`config.mk`:
```
export PLATFORM = sky130hd
export DESIGN_NAME = bnn_window_pe
export DESIGN_NICKNAME = d
export VERILOG_FILES = /design/src/rtl/bnn_window_pe.sv
export SDC_FILE = /design/constraint.sdc
export NUM_CORES = 2
export LEC_CHECK = 0
export ABC_AREA = 1
export ABC_CLOCK_PERIOD_IN_PS = 54000
export BUFFER_PORTS_ARGS = -buffer_cell sky130_fd_sc_hd__buf_2
export CAP_MARGIN = 10
export CORE_MARGIN = 3
export CORE_UTILIZATION = 40
export CTS_BUF_LIST = sky130_fd_sc_hd__clkbuf_8
export CTS_CLUSTER_SIZE = 24
export DETAILED_ROUTE_END_ITERATION = 16
export PLACE_DENSITY = 0.65
export SLEW_MARGIN = 30
export SYNTH_ARGS = -nofsm -noshare
export SYNTH_HDL_FRONTEND = slang
export SYNTH_SLANG_ARGS = --single-unit
```
`constraint.sdc`:
```
create_clock -name clk -period 54 [get_ports clk]
set_clock_uncertainty 0.15 [all_clocks]
set_input_delay 2.7 -clock clk [delete_from_list [all_inputs] [get_ports clk]]
set_output_delay 2.7 -clock clk [all_outputs]
set_load 0.1 [all_outputs]
```
`src/rtl/bnn_window_pe.sv`:
```
// ---------------------------------------------------------------------------
// bnn_window_pe
//
// Binary neural network processing element for one 3x3 window of 32-channel
// binary pixels. A nine-slot window store is filled through one-hot load
// strobes. A compute request snapshots the window, the weights and the control
// inputs. It then counts XNOR matches across all nine slots and folds the count
// into a saturating 16-bit accumulator. On the last channel group it emits a
// thresholded binary activation through a valid/ready handshake.
//
// Ports
//   clk            clock, all state updates on the rising edge
//   rst            asynchronous reset, active-high
//   load_en[8:0]   one-hot window slot write strobe (row-major 3x3)
//   pixel_in[31:0] ifmap word, one bit per channel, 1 means +1
//   pad_in         the slot write stores zero instead of pixel_in
//   channel_en     per-channel valid mask, sampled with PE_start
//   weight_in      slot i weights at bits [32i+31:32i], sampled with PE_start
//   threshold      unsigned activation threshold, sampled with PE_start
//   PE_start       compute request (window complete)
//   first_channel  clears the accumulator before the add
//   last_channel   produces an activation after the add
//   act_out        binary activation
//   act_valid      act_out valid
//   act_ready      consumer accepts act_out
//   busy           request in flight, PE_start is not accepted
//   pe_overrun     sticky flag: PE_start was dropped while busy
//
// Configuration
//   BNN_PE_PIPE_EN  When defined, the popcount is split into two registered
//                   stages (slots 0-4, then slots 5-8 plus the sum). This adds
//                   one cycle of latency and nothing else changes.
// ---------------------------------------------------------------------------
module bnn_window_pe (
  input  logic         clk,
  input  logic         rst,
  input  logic [8:0]   load_en,
  input  logic [31:0]  pixel_in,
  input  logic         pad_in,
  input  logic [31:0]  channel_en,
  input  logic [287:0] weight_in,
  input  logic [15:0]  threshold,
  input  logic         PE_start,
  input  logic         first_channel,
  input  logic         last_channel,
  output logic         act_out,
  output logic         act_valid,
  input  logic         act_ready,
  output logic         busy,
  output logic         pe_overrun
);

  localparam logic [2:0] IDLE = 3'd0;
  localparam logic [2:0] POP  = 3'd1;
  localparam logic [2:0] ACC  = 3'd2;
  localparam logic [2:0] OUT  = 3'd3;
`ifdef BNN_PE_PIPE_EN
  localparam logic [2:0] POP2 = 3'd4;
`endif

  logic [31:0]  window_q [9];
  logic [31:0]  winSnap_q [9];
  logic [287:0] weightSnap_q;
  logic [31:0]  chenSnap_q;
  logic [15:0]  thrSnap_q;
  logic         firstSnap_q;
  logic         lastSnap_q;

  logic [2:0]   state_q, state_d;
  logic [15:0]  acc_q, acc_d;
  logic         actOut_q, actOut_d;
  logic         actValid_q, actValid_d;
  logic         overrun_q, overrun_d;
  logic [8:0]   match_q;
  logic         snapEn;

  logic [8:0]   sumLo, sumHi;
  logic [31:0]  slotMatch;
  logic [16:0]  accSum;

  function automatic logic [8:0] popCount32(input logic [31:0] v);
    logic [8:0] n;
    n = '0;
    for (int b = 0; b < 32; b++) n = n + {8'b0, v[b]};
    return n;
  endfunction

  // Window store. Slots can be written in any state. The in-flight compute
  // reads only the snapshot, so a write here cannot disturb it.
  always_ff @(posedge clk or posedge rst) begin
    if (rst) begin
      for (int i = 0; i < 9; i++) window_q[i] <= '0;
    end else begin
      for (int i = 0; i < 9; i++)
        if (load_en[i]) window_q[i] <= pad_in ? 32'h0 : pixel_in;
    end
  end

  // Operand snapshot, taken only on an accepted PE_start.
  always_ff @(posedge clk or posedge rst) begin
    if (rst) begin
      for (int i = 0; i < 9; i++) winSnap_q[i] <= '0;
      weightSnap_q <= '0;
      chenSnap_q   <= '0;
      thrSnap_q    <= '0;
      firstSnap_q  <= 1'b0;
      lastSnap_q   <= 1'b0;
    end else if (snapEn) begin
      for (int i = 0; i < 9; i++) winSnap_q[i] <= window_q[i];
      weightSnap_q <= weight_in;
      chenSnap_q   <= channel_en;
      thrSnap_q    <= threshold;
      firstSnap_q  <= first_channel;
      lastSnap_q   <= last_channel;
    end
  end

  // XNOR match counts, split into slots 0-4 and slots 5-8 so that the
  // pipelined build can register the two halves separately.
  always_comb begin
    sumLo     = '0;
    sumHi     = '0;
    slotMatch = '0;
    for (int s = 0; s < 9; s++) begin
      slotMatch = ~(winSnap_q[s] ^ weightSnap_q[32*s +: 32]) & chenSnap_q;
      if (s < 5) sumLo = sumLo + popCount32(slotMatch);
      else       sumHi = sumHi + popCount32(slotMatch);
    end
  end

`ifdef BNN_PE_PIPE_EN
  logic [8:0] partial_q;

  // Two-stage popcount: POP registers the slot 0-4 half, and POP2 adds the
  // slot 5-8 half.
  always_ff @(posedge clk or posedge rst) begin
    if (rst) begin
      partial_q <= '0;
      match_q   <= '0;
    end else begin
      if (state_q == POP)  partial_q <= sumLo;
      if (state_q == POP2) match_q   <= partial_q + sumHi;
    end
  end
`else
  // Single-stage popcount registered in POP.
  always_ff @(posedge clk or posedge rst) begin
    if (rst) begin
      match_q <= '0;
    end else if (state_q == POP) begin
      match_q <= sumLo + sumHi;
    end
  end
`endif

  // Next-state logic. The activation is computed from acc_d in ACC, so that
  // act_out is registered on the same edge that raises act_valid.
  always_comb begin
    state_d    = state_q;
    acc_d      = acc_q;
    actOut_d   = actOut_q;
    actValid_d = actValid_q;
    overrun_d  = overrun_q | (PE_start && (state_q != IDLE));
    snapEn     = 1'b0;
    accSum     = {1'b0, firstSnap_q ? 16'h0 : acc_q} + {8'b0, match_q};
    case (state_q)
      IDLE: begin
        if (PE_start) begin
          snapEn  = 1'b1;
          state_d = POP;
        end
      end
`ifdef BNN_PE_PIPE_EN
      POP:  state_d = POP2;
      POP2: state_d = ACC;
`else
      POP:  state_d = ACC;
`endif
      ACC: begin
        acc_d = accSum[16] ? 16'hFFFF : accSum[15:0];
        if (lastSnap_q) begin
          actOut_d   = (acc_d >= thrSnap_q);
          actValid_d = 1'b1;
          state_d    = OUT;
        end else begin
          state_d = IDLE;
        end
      end
      OUT: begin
        if (act_ready) begin
          actValid_d = 1'b0;
          state_d    = IDLE;
        end
      end
      default: state_d = IDLE;
    endcase
  end

  // Control and result registers.
  always_ff @(posedge clk or posedge rst) begin
    if (rst) begin
      state_q    <= IDLE;
      acc_q      <= '0;
      actOut_q   <= 1'b0;
      actValid_q <= 1'b0;
      overrun_q  <= 1'b0;
    end else begin
      state_q    <= state_d;
      acc_q      <= acc_d;
      actOut_q   <= actOut_d;
      actValid_q <= actValid_d;
      overrun_q  <= overrun_d;
    end
  end

  assign act_out    = actOut_q;
  assign act_valid  = actValid_q;
  assign busy       = (state_q != IDLE);
  assign pe_overrun = overrun_q;

endmodule

```
==> impl_metrics.py <==
metrics = {
    "cells_and_area": {
        "finalNetCount": 5786,
        "post-route-util_pct": 46.5,
        "area_growth_pct": 14.7,
        "finalInstanceArea_mm2": 0.0535,
        "drive_gt1_share_pct": 13.5,
    },
    "placement": {
        "hpwl_um": 109000,
        "portBuffers": 387,
        "place_congestion": 0.913,
        "place_area_mm2": 0.0500,
    },
    "timing": {
        "max_freq_mhz": 101,
        "finalHoldViolCount": 0,
        "finalSetupViolations": 0,
        "rsz0062_at_grt": "no",
        "finalCriticalPeriod_ps": 9870,
        "worst_pin_slew_ps": 945,
        "max_slew_margin_pct": 37.0,
        "maxSlewViolCount": 0,
        "finalSetupTns_ps": 0,
        "finalCritPeriodShare_pct": 18.3,
    },
    "drt": {
        "avgRoutedWirePerCell_um": 21.7,
        "dr.pass1.iters": 6,
        "drc_errors": 0,
        "wl_um": 145000,
        "drtAntennaViolNets": 0,
        "via_count": 33900,
        "via_per_inst": 5.07,
        "drt-initial-drc-count": 3098,
    },
    "worst_setup_path": {
        "critPathMaxFanout": 10,
        "cp.required_ps": 54600,
        "crit_slowest_cell": "dfrtp_1",
        "critPathKind": "reg2reg",
        "worst_setup_path_start_kind": "register",
        "cp_data_arrival_time_ps": 10470,
        "critPathMaxStageDelay_ps": 570,
        "worstSetupEndpointType": "register",
        "crit_path_frequent_cell": "fa_1",
    },
    "cts": {
        "cts_tree": "built",
        "worstSkewPairLatency_ps": 900,
        "clkSinkCount": 944,
        "root_buffer": "clkbuf_8",
        "ctsResizeCount": 0,
        "clk_pin_slew_ps": 60,
        "cts_setup_buffers": 0,
        "htreeDepth": 4,
        "hold_buffers": 0,
        "cts.path.max_buffers": 3,
        "numCtsBuffers": 164,
    },
    "synth": {
        "synth_top_cell_area_share_pct": 50.6,
        "async_flop_share_pct": 100,
        "yosysTopAreaCell": "dfrtp_1",
        "synth_area_leaders": "dfrtp_1 (51%), fa_1 (12%), mux2_1 (6.6%)",
        "syn_inst": 4643,
        "synth_edf_count": 0,
        "yosys_warnings": 0,
        "synth.most_common_cell": "dfrtp_1",
        "yosysSeqAreaShare_pct": 50.6,
        "yosys-top-cells-count": "dfrtp_1 (944), inv_1 (666), a21oi_1 (608)",
        "synth_nets": 5379,
        "ys_ff_latch": 944,
        "synth_flop_cell": "dfrtp_1",
        "syn_area_mm2": 0.0466,
        "synth.distinct_cells": 34,
        "avgSynthCellArea_um2": 10.0,
    },
    "status": {
        "status": "completed",
    },
    "grt": {
        "grt.overflow.total": 0,
        "grt.total_usage_pct": 24.0,
        "antenna_found_initial": 14,
        "grt_max_degree": 197,
        "first_global_vias": 33000,
        "grt_pass1_wl_um": 213000,
    },
    "floorplanning": {
        "die_height_um": 347,
        "rows": 124,
        "ios": 388,
        "dieArea_mm2": 0.121,
        "coreArea_mm2": 0.115,
        "start_util_pct": 40.6,
        "die_w_um": 347,
    },
    "job": {
        "drv_cap": 0,
    },
    "hold_path": {
        "hp-class": "reg2reg",
    },
}
## state kept, by name (all words and copies together) (netlist names), 2 cells and up
name / count
weightSnap_q: 288
winSnap_q: 288
window_q: 288
chenSnap_q: 32
acc_q: 16
thrSnap_q: 16
match_q: 9
state_q: 2
## area by class of cell
class	instances	area, µm²
clock buffers	206	2840
well taps	1512	1890
diodes	7	17.5
clock inverters	82	553
flip-flops and latches	944	23600
inverters	685	2580
repair buffers	423	2320
multi-input cells	2832	19700
fillers	10800	61500
## worst max-delay path: cells and delay by family, from the launching register on
family	cells	cell delay, ps
fa+ha+maj	16	7370
simple gates	6	480
compound gates	3	520
buf+inv	10	670
flops	1	570
## metrics by stage
| step | worst slack (ps) | hold WS [ps] | instances |
|---|---|---|---|
| 2_1_floorplan | 24600 | 296 | 4643 |
| 3_3_place_gp | 44240 | 285 | 6394 |
| 3_5_place_dp | 44160 | 290 | 6394 |
| 4_1_cts | 44140 | 303 | 6682 |
| 5_1_grt | 43610 | 335 | 6686 |
| 6_report | 44130 | 299 | 6691 |
## worst paths after layout
| kind | from | to | slack (ps) | depth (start not counted) |
|---|---|---|---|---|
| worst min register to register | pe_overrun | pe_overrun | 300 | 1 |
| worst min-delay path | pe_overrun | pe_overrun | 300 | 1 |
| max in group asynchronous | rst | weightSnap_q[184] | 49150 | 6 |
| worst max-delay path | chenSnap_q[0] | match_q[6] | 44130 | 35 |
| worst max register to register | chenSnap_q[0] | match_q[6] | 44130 | 35 |
| min in group asynchronous | rst | weightSnap_q[259] | 1760 | 2 |
## logic make-up (layout without fill, tap and decap cells)
group	count (synthesis)	after routing	share of synthesized area, %
AO/OA/AOI/OAI	1165	1165	12.6
XOR/XNOR	27	27	0.507
adder cells (fa/ha/maj)	352	352	13.9
buffers and inverters	867	1396	7.22
flip-flops	944	944	50.6
multiplexers	274	274	6.62
other	0	7	0
AND/OR/NAND/NOR	1014	1014	8.59
## routing by layer
layer	part of all wire [%]	global-route usage [%]	up-vias
met5	0.048	0	-
met4	3.1	8.35	10
met3	6.6	4.13	191
met2	46	37.9	1169
met1	44	33.6	16800
li1	-	-	15700
## cell usage in the layout, fill, tap and decap left out, drive strengths merged
master / n
dfrtp: 944
inv: 732
a21oi: 609
o21ai: 547
nand2: 546
buf: 423
nor2: 394
fa: 275
mux2: 274
clkbuf: 206
ha: 77
nand3: 61
clkinv: 30
xnor2: 22
diode: 7
nand4: 6
xor2: 5
nand3b: 3
o21bai: 3
a31oi: 3
clkinvlp: 3
or2: 3
a21o: 2
bufinv: 2
o21a: 1
nor3: 1
Power is not shown: default switching activity piles up to over one toggle a cycle in this logic, so the estimate is an artifact.
